`src/rtl/imm_decode_queue.sv`:
```
// In-order decode queue that computes each instruction's immediate, format code and
// illegal flag at enqueue. Optional out_target port enabled by IMM_TARGET_PRECALC_EN.
module imm_decode_queue #(
    parameter int XLEN  = 32,
    parameter int DEPTH = 4
) (
    input  logic            clk,
    input  logic            rst,
    input  logic            flush,
    input  logic            in_valid,
    output logic            in_ready,
    input  logic [31:0]     in_instr,
    input  logic [XLEN-1:0] in_pc,
    output logic            out_valid,
    input  logic            out_ready,
    output logic [31:0]     out_instr,
    output logic [XLEN-1:0] out_pc,
    output logic [XLEN-1:0] out_imm,
    output logic [2:0]      out_fmt,
    output logic            out_illegal
`ifdef IMM_TARGET_PRECALC_EN
    ,
    output logic [XLEN-1:0] out_target
`endif
);
    localparam int AW = $clog2(DEPTH);
    localparam int CW = AW + 1;

    localparam logic [2:0] FMT_NONE  = 3'd0;
    localparam logic [2:0] FMT_I     = 3'd1;
    localparam logic [2:0] FMT_S     = 3'd2;
    localparam logic [2:0] FMT_B     = 3'd3;
    localparam logic [2:0] FMT_U     = 3'd4;
    localparam logic [2:0] FMT_J     = 3'd5;
    localparam logic [2:0] FMT_SHAMT = 3'd6;
    localparam logic [2:0] FMT_CSR   = 3'd7;

    typedef struct packed {
        logic            illegal;
        logic [2:0]      fmt;
        logic [XLEN-1:0] imm;
    } dec_t;

    function automatic dec_t decode(input logic [31:0] ins);
        dec_t       d;
        logic       is_shift;
        d        = '0;
        is_shift = (ins[14:12] == 3'b001) || (ins[14:12] == 3'b101);
        case (ins[6:0])
            7'b0000011, 7'b1100111: begin
                d.fmt = FMT_I;
                d.imm = XLEN'($signed(ins[31:20]));
            end
            7'b0010011: begin
                if (is_shift) begin
                    d.fmt = FMT_SHAMT;
                    d.imm = (XLEN == 64) ? XLEN'(ins[25:20]) : XLEN'(ins[24:20]);
                end else begin
                    d.fmt = FMT_I;
                    d.imm = XLEN'($signed(ins[31:20]));
                end
            end
            // Word-sized OP-IMM only exists on the 64-bit datapath.
            7'b0011011: begin
                if (XLEN != 64) begin
                    d.illegal = 1'b1;
                end else if (is_shift) begin
                    d.fmt = FMT_SHAMT;
                    d.imm = XLEN'(ins[24:20]);
                end else begin
                    d.fmt = FMT_I;
                    d.imm = XLEN'($signed(ins[31:20]));
                end
            end
            7'b0100011: begin
                d.fmt = FMT_S;
                d.imm = XLEN'($signed({ins[31:25], ins[11:7]}));
            end
            7'b1100011: begin
                d.fmt = FMT_B;
                d.imm = XLEN'($signed({ins[31], ins[7], ins[30:25], ins[11:8], 1'b0}));
            end
            7'b0110111, 7'b0010111: begin
                d.fmt = FMT_U;
                d.imm = XLEN'($signed({ins[31:12], 12'b0}));
            end
            7'b1101111: begin
                d.fmt = FMT_J;
                d.imm = XLEN'($signed({ins[31], ins[19:12], ins[20], ins[30:21], 1'b0}));
            end
            7'b1110011: begin
                if (ins[14]) begin
                    d.fmt = FMT_CSR;
                    d.imm = XLEN'(ins[19:15]);
                end else begin
                    d.fmt = FMT_NONE;
                end
            end
            7'b0110011, 7'b0001111: d.fmt = FMT_NONE;
            7'b0111011: d.illegal = (XLEN != 64);
            default:    d.illegal = 1'b1;
        endcase
        return d;
    endfunction

    logic [31:0]     instr_q [DEPTH];
    logic [XLEN-1:0] pc_q    [DEPTH];
    logic [XLEN-1:0] imm_q   [DEPTH];
    logic [2:0]      fmt_q   [DEPTH];
    logic            ill_q   [DEPTH];
`ifdef IMM_TARGET_PRECALC_EN
    logic [XLEN-1:0] tgt_q   [DEPTH];
`endif

    logic [AW-1:0] wr_ptr_q, wr_ptr_d, rd_ptr_q, rd_ptr_d;
    logic [CW-1:0] count_q, count_d;
    logic          push_s, pop_s;
    dec_t          dec_s;

    assign in_ready    = (count_q != CW'(DEPTH));
    assign out_valid   = (count_q != CW'(0));
    assign push_s      = in_valid && in_ready;
    assign pop_s       = out_valid && out_ready;
    assign dec_s       = decode(in_instr);

    assign out_instr   = instr_q[rd_ptr_q];
    assign out_pc      = pc_q[rd_ptr_q];
    assign out_imm     = imm_q[rd_ptr_q];
    assign out_fmt     = fmt_q[rd_ptr_q];
    assign out_illegal = ill_q[rd_ptr_q];
`ifdef IMM_TARGET_PRECALC_EN
    assign out_target  = tgt_q[rd_ptr_q];
`endif

    // Pointer and occupancy next-state; flush overrides any push or pop.
    always_comb begin
        wr_ptr_d = wr_ptr_q;
        rd_ptr_d = rd_ptr_q;
        count_d  = count_q;
        if (flush) begin
            wr_ptr_d = '0;
            rd_ptr_d = '0;
            count_d  = '0;
        end else begin
            if (push_s) begin
                wr_ptr_d = wr_ptr_q + AW'(1);
            end else begin
                wr_ptr_d = wr_ptr_q;
            end
            if (pop_s) begin
                rd_ptr_d = rd_ptr_q + AW'(1);
            end else begin
                rd_ptr_d = rd_ptr_q;
            end
            case ({push_s, pop_s})
                2'b10:   count_d = count_q + CW'(1);
                2'b01:   count_d = count_q - CW'(1);
                default: count_d = count_q;
            endcase
        end
    end

    // Control and entry storage; entries are written with their decode at enqueue.
    always_ff @(posedge clk or posedge rst) begin
        if (rst) begin
            wr_ptr_q <= '0;
            rd_ptr_q <= '0;
            count_q  <= '0;
            for (int i = 0; i < DEPTH; i++) begin
                instr_q[i] <= '0;
                pc_q[i]    <= '0;
                imm_q[i]   <= '0;
                fmt_q[i]   <= '0;
                ill_q[i]   <= 1'b0;
`ifdef IMM_TARGET_PRECALC_EN
                tgt_q[i]   <= '0;
`endif
            end
        end else begin
            wr_ptr_q <= wr_ptr_d;
            rd_ptr_q <= rd_ptr_d;
            count_q  <= count_d;
            if (push_s && !flush) begin
                instr_q[wr_ptr_q] <= in_instr;
                pc_q[wr_ptr_q]    <= in_pc;
                imm_q[wr_ptr_q]   <= dec_s.imm;
                fmt_q[wr_ptr_q]   <= dec_s.fmt;
                ill_q[wr_ptr_q]   <= dec_s.illegal;
`ifdef IMM_TARGET_PRECALC_EN
                tgt_q[wr_ptr_q]   <= ((dec_s.fmt == FMT_B) || (dec_s.fmt == FMT_J)) ?
                                     (in_pc + dec_s.imm) : '0;
`endif
            end
        end
    end
endmodule

```
`config.mk`:
```
export PLATFORM = sky130hd
export DESIGN_NAME = imm_decode_queue
export DESIGN_NICKNAME = d
export VERILOG_FILES = /design/src/rtl/imm_decode_queue.sv
export SDC_FILE = /design/constraint.sdc
export NUM_CORES = 1
export LEC_CHECK = 0
export ABC_AREA = 1
export CAP_MARGIN = 10
export CELL_PAD_IN_SITES_DETAIL_PLACEMENT = 0
export CELL_PAD_IN_SITES_GLOBAL_PLACEMENT = 1
export CORE_ASPECT_RATIO = 0.6
export CORE_MARGIN = 8
export CORE_UTILIZATION = 40
export DETAILED_ROUTE_END_ITERATION = 8
export PLACE_DENSITY = 0.86
export SLEW_MARGIN = 30
export SYNTH_ARGS = -nofsm -noshare
export SYNTH_HDL_FRONTEND = slang
export SYNTH_SLANG_ARGS = --single-unit
```
`constraint.sdc`:
```
create_clock -name clk -period 39.5 [get_ports clk]
set_clock_uncertainty 0.15 [all_clocks]
set_input_delay 9.875 -clock clk [delete_from_list [all_inputs] [get_ports clk]]
set_output_delay 9.875 -clock clk [all_outputs]
set_load 0.01 [all_outputs]
```
## Word level (Yosys, flattened, before mapping)

Cells that the tools add are included.
Widths: inputs -> output; s select.

| word-level totals | value |
|---|---|
| output and inout port bits | 102 |
| register bits after elaboration | 407 |
| word-level logic and storage cells | 99 |
| input port bits | 69 |

| cells by class | value |
|---|---|
| add/subtract/negate cells | 4 |
| mux-type cells | 38 |
| equal/unequal tests | 16 |
| bitwise gates (word level) | 2 |
| reductions and logical operators | 13 |
| magnitude comparators | 3 |

Operators with widths:

| cell | count |
|---|---|
| $bwmux 128 | 3 |
| $mux 32 | 7 |
| $pmux 32 s7 | 1 |
| $bmux 32 s2 | 3 |
| $demux 32 s2 | 1 |
| $mux 35 | 1 |
| $eq 7x7->1 const B | 4 |
| $eq 7x6->1 const B | 3 |
| $pmux 3 s7 | 1 |
| $mux 3 | 5 |
| $eq 7x5->1 const B | 2 |
| $bwmux 12 | 1 |
| $reduce_or 11->1 | 1 |
| $mux 2 | 4 |
| $eq 7x2->1 const B | 1 |
| $eq 7x4->1 const B | 1 |
| $bmux 3 s2 | 1 |
| $demux 3 s2 | 1 |
| $ge 3x3->1 const B | 2 |
| $not 2->3 | 2 |
| $pmux 3 s2 | 1 |
| $reduce_bool 3->1 | 2 |
| $mux 5 | 1 |
| $add 2x1->2 const B | 2 |
| 17 further kinds | 25 |

## Depth between registers and ports, before layout

| logic depth | value |
|---|---|
| depth in word-level cells | 6 |
| mapped depth | 13 |
| mapped depth without buffers | 13 |

## Worst setup path after synthesis

Ideal clock, no wire load.

| timing path | value |
|---|---|
| path type | register to output |
| from | register rd_ptr_q[0] |
| to | output port out_fmt[2] |
| data arrival time | 1.304 ns |
| path slack | 28.171 ns |
| data required time | 29.475 ns |
| buffers on the path | 2 |
| cell stages (with the launch flop) | 6 |
| cells stage by stage | dfrtp_1 > inv_1 > clkbuf_1 > clkbuf_1 > nor2_1 > o22ai_1 |

| on the way | value |
|---|---|
| cells in the longest elaborated chain, start to end | 4 |

RTL lines:

| what | RTL line | source |
|---|---|---|
| start, declared | 115 | `logic [AW-1:0] wr_ptr_q, wr_ptr_d, rd_ptr_q, rd_ptr_d;` |
| start signal, assigned | 181 | `rd_ptr_q <= rd_ptr_d;` |
| $not 2->3 (not written as such) | 129 | `assign out_fmt = fmt_q[rd_ptr_q];` |
| $bmux 3 s2 | 129 |  |
| $mux 3 (not written as such) (2 in a row) | 129 |  |
| end, declared | 19 | `output logic [2:0] out_fmt,` |

Every way passes these cells. The select of a mux whose other input is x is not followed.

## Worst setup path after layout

| timing path | value |
|---|---|
| from | register rd_ptr_q[0] |
| to | output port out_instr[13] |

| on the way | value |
|---|---|
| cells in the longest elaborated chain, start to end | 4 |

RTL lines:

| what | RTL line | source |
|---|---|---|
| $not 2->3 (not written as such) | 126 | `assign out_instr = instr_q[rd_ptr_q];` |
| $bmux 32 s2 | 126 |  |
| $mux 32 (not written as such) (2 in a row) | 126 |  |
| end, declared | 16 | `output logic [31:0] out_instr,` |

Every way passes these cells. The select of a mux whose other input is x is not followed.

==> results.md <==
| Metric | This run | Unit |
|:---|:---|:---|
| Post-synth top area share | 0.536 | - |
| Clock tree root driver cell | clkbuf_16 | - |
| FILL cells | 4,477 | - |
| Vias in the first global route | 16,000 | - |
| Antenna diode instance count | 0 | - |
| Total iterations of the first detailed-routing run | 5 | - |
| Met2 capacity usage during global routing | 0.322 | - |
| Leakage component of the power | 11.3 | nW |
| Sink Count | 407 | - |
| Highest ir drop seen on vdd | 0.0370 | mV |
| DRC violations left | 0 | - |
| Largest net degree at the start of global routing | 117 | - |
| Top cells by area in the synthesized netlist | dfrtp_1 54%, nand2_1 15%, o21ai_0 11% | - |
| Slack of the worst reg-to-reg path | 36.78 | ns |
| Mean routed wirelength per cell | 18.7 | µm |
| Worst rel slew slack | 0.358 | - |
| Count of buffers from port buffering | 170 | - |
| Syn Nets | 2,473 | - |
| Proportion of layout cells with a drive suffix above 1 | 0.0558 | - |
| Area added between synthesis and finish | 17.8 | % |
| Die H | 185 | µm |
| Outcome | complete, no violations | - |
| Final ANT Viol Nets | 0 | - |
| PnR Total Power | 0.00154 | W |
| Hold endpoint | imm_q[40] | - |
| Utilization of the core after routing | 0.481 | - |
| GPL Wtd Cong | 0.846 | - |
| Starting density of the core | 0.408 | - |
| Hold_buf cts | 0 | - |
| Post-CTS setup-driven buffer insertion count | 0 | - |
| PwrDens | 68.7 | mW/mm² |
| Category of the worst setup path capture point | output port | - |
| CTS tree | done | - |
| Total count of hold-check failures in the final report | 0 | - |
| Global routing met3 resource utilization | 0.0457 | - |
| Tcrit/Tclk final | 0.355 | - |
| Initial detailed-routing violation count | 1,702 | - |
| Synth async-reset ratio | 1.00 | - |
| H-Tree Depth | 2 | - |
| Hold-critical path depth | 2 | - |
| Synthesized area divided by synthesized cell count | 7.92 | µm² |
| Startpoint of the most critical register-to-register path | rd_ptr_q[1] | - |
| Average via count per standard cell | 5.40 | - |
| Gr usage total | 0.207 | - |
| Worst setup path category | register to output port | - |
| Gate count after technology mapping | 2,399 | - |
| Die X-Extent | 297 | µm |
| Register clock-pin slew on the reported worst setup and hold paths | 0.06 | ns |
| Data arrival time of the critical path | 4.00 | ns |
| Hpwl dp | 36,000 | µm |
| Overall via count from detail_route | 16,900 | - |
| Kind of start point of the critical path | register | - |
| Number of CTS-inserted buffers | 40 | - |
| Required time worst endpoint | 29.48 | ns |
| Maximum Capacitance Violations | 0 | - |
| Layer with the highest usage after global routing | met2 | - |
| Slew at the pin closest to its max-slew limit | 0.963 | ns |
| Number of flops mapped to enable cells by yosys | 0 | - |
| Reg2reg path depth | 4 | - |
| Sequential element share of the synthesized area | 0.536 | - |
| Worst hold path startpoint | imm_q[40] | - |
| Summed instance area of the synthesized netlist | 0.0190 | mm² |
| Total I/O pin count | 171 | - |
| Max clock buf depth | 3 | - |
| Unrepaired setup endpoints after global routing | no | - |
| Final critical path time including I/O delays and setup | 14.02 | ns |
| FMAX | 71.3 | MHz |
| Area of the core | 0.0466 | mm² |
| Initial antenna violation count | 2 | - |
| Most area-hungry cell type in the Yosys netlist | dfrtp_1 | - |
| Final Slew Violations | 0 | - |
| Main flop type after synthesis | dfrtp_1 | - |
| Die Area | 0.0549 | mm² |
| Clk Latency, worst-skew pair | 0.55 | ns |
| Flip-flop and latch count after synthesis | 407 | - |
| Final-report setup violation count | 0 | - |
| Critical Path Fanout Max | 116 | - |
| Resized Gates After CTS | 0 | - |
| FF-to-FF End | rd_ptr_q[1] | - |
| Total Wirelength | 58,500 | µm |
| Number of cell rows | 61 | - |
| Wire length of the first global-routing pass | 92,600 | µm |
| Met1 usage | 0.294 | - |
| Number of nets at the end of the flow | 2,535 | - |
| Synth unique cells | 26 | - |
| Setup total negative slack | 0 | ns |
| GR Overflow Total | 0 | - |
| Worst min-delay path category | register to register | - |
| Syn. warnings | 0 | - |
## cells in the mapped netlist, types with 2 or more instances
| master | instances |
|---|---|
| clkbuf_1 | 79 |
| buf_1 | 6 |
| nor2_2 | 2 |
| a21oi_1 | 2 |
| nor2_1 | 254 |
| nand3_1 | 82 |
| inv_2 | 10 |
| ha_1 | 4 |
| buf_4 | 7 |
| buf_2 | 81 |
| o21ai_1 | 66 |
| dfrtp_1 | 407 |
| o22ai_1 | 100 |
| nand2_1 | 775 |
| o21ai_0 | 402 |
| nor2_4 | 3 |
| nand3b_1 | 8 |
| nand3_2 | 21 |
| inv_1 | 83 |
## sequential cells by signal, summed over array words and instances (netlist names)
name      flops
count_q       3
rd_ptr_q      2
fmt_q        12
wr_ptr_q      2
imm_q       128
pc_q        128
instr_q     128
ill_q         4
## cell families (layout without fill, tap and decap cells)
| logic type | after synthesis | count (layout) | synth area share |
|---|---|---|---|
| AOI/OAI and AO/OA | 570 | 570 | 0.157 |
| and+or+nand+nor | 1149 | 1149 | 0.243 |
| DFF | 407 | 407 | 0.536 |
| adders and majority gates | 5 | 5 | 0.00369 |
| xor gates and xnor gates | 1 | 1 | 0.000461 |
| buffers and inverters | 267 | 359 | 0.0595 |
## how the worst max path moves through the flow
stage,start,endpoint,slack (ns),depth (start not counted)
3_3_place_gp,rst,imm_q[20],25.51,5
5_1_grt,rd_ptr_q[0],out_instr[15],25.37,5
6_report,rd_ptr_q[0],out_instr[13],25.48,5
4_1_cts,rd_ptr_q[0],out_instr[13],25.61,5
2_1_floorplan,rst,count_q[0],18.15,1
3_5_place_dp,rst,imm_q[20],25.46,5
## cells in the final DEF (no fill, tap or decap), types with 4 or more instances in the layout
cell / n
o21ai_1: 66
clkbuf_16: 41
nand3_2: 21
clkinv_2: 8
bufinv_16: 6
nor2_1: 254
buf_6: 6
clkbuf_8: 10
dfrtp_1: 405
nand3b_1: 8
o21ai_0: 402
clkdlybuf4s50_1: 170
inv_1: 80
nand2_4: 4
inv_2: 11
nand3_1: 82
ha_1: 4
nand2_1: 771
o22ai_1: 100
buf_4: 17
## where the power goes
part | total (W) | leakage (nW) | switching, W | internal, W
clock network | 0.000419 | 0.710 | 0.000170 | 0.000249
logic | 0.000514 | 5.24 | 0.000289 | 0.000225
registers | 0.000604 | 5.36 | 0.0000671 | 0.000537
## metal layers
metal / routed length, µm / vias up / share of wire
met2: 25800 / 642 / 0.44
li1: - / 7938 / -
met5: 31 / - / 0.00053
met3: 4660 / 83 / 0.080
met1: 26800 / 8184 / 0.46
met4: 1170 / 4 / 0.020
## per-stage QoR
step / setup slack, ns / std cells / hold slack, ns / area, µm²
floorplan: 18.15 / 2399 / 0.294 / 19000
global placement: 25.51 / 3049 / 0.307 / 20900
detailed placement: 25.46 / 3049 / 0.310 / 20900
CTS: 25.61 / 3121 / 0.328 / 22400
global route: 25.37 / 3121 / 0.339 / 22400
finish: 25.48 / 3121 / 0.326 / 22400
## layout make-up
type / count / area [µm²] / share of cell area
tap: 630 / 788 / 0.0352
inverter: 94 / 365 / 0.0163
sequential: 407 / 10200 / 0.455
multi-input combinational: 1725 / 7700 / 0.344
clock buffer: 54 / 1170 / 0.0525
timing repair buffer: 193 / 1900 / 0.0848
clock inverter: 18 / 254 / 0.0114
## worst max-delay path, cell delays in order, from the launching register on
cell             delay, ns
dfrtp_4               0.64
inv_6                 0.65
buf_4                 0.79
o21ai_0               0.17
o22ai_1               0.33
clkdlybuf4s50_1       0.61
Power figures use the tool's default switching activity.
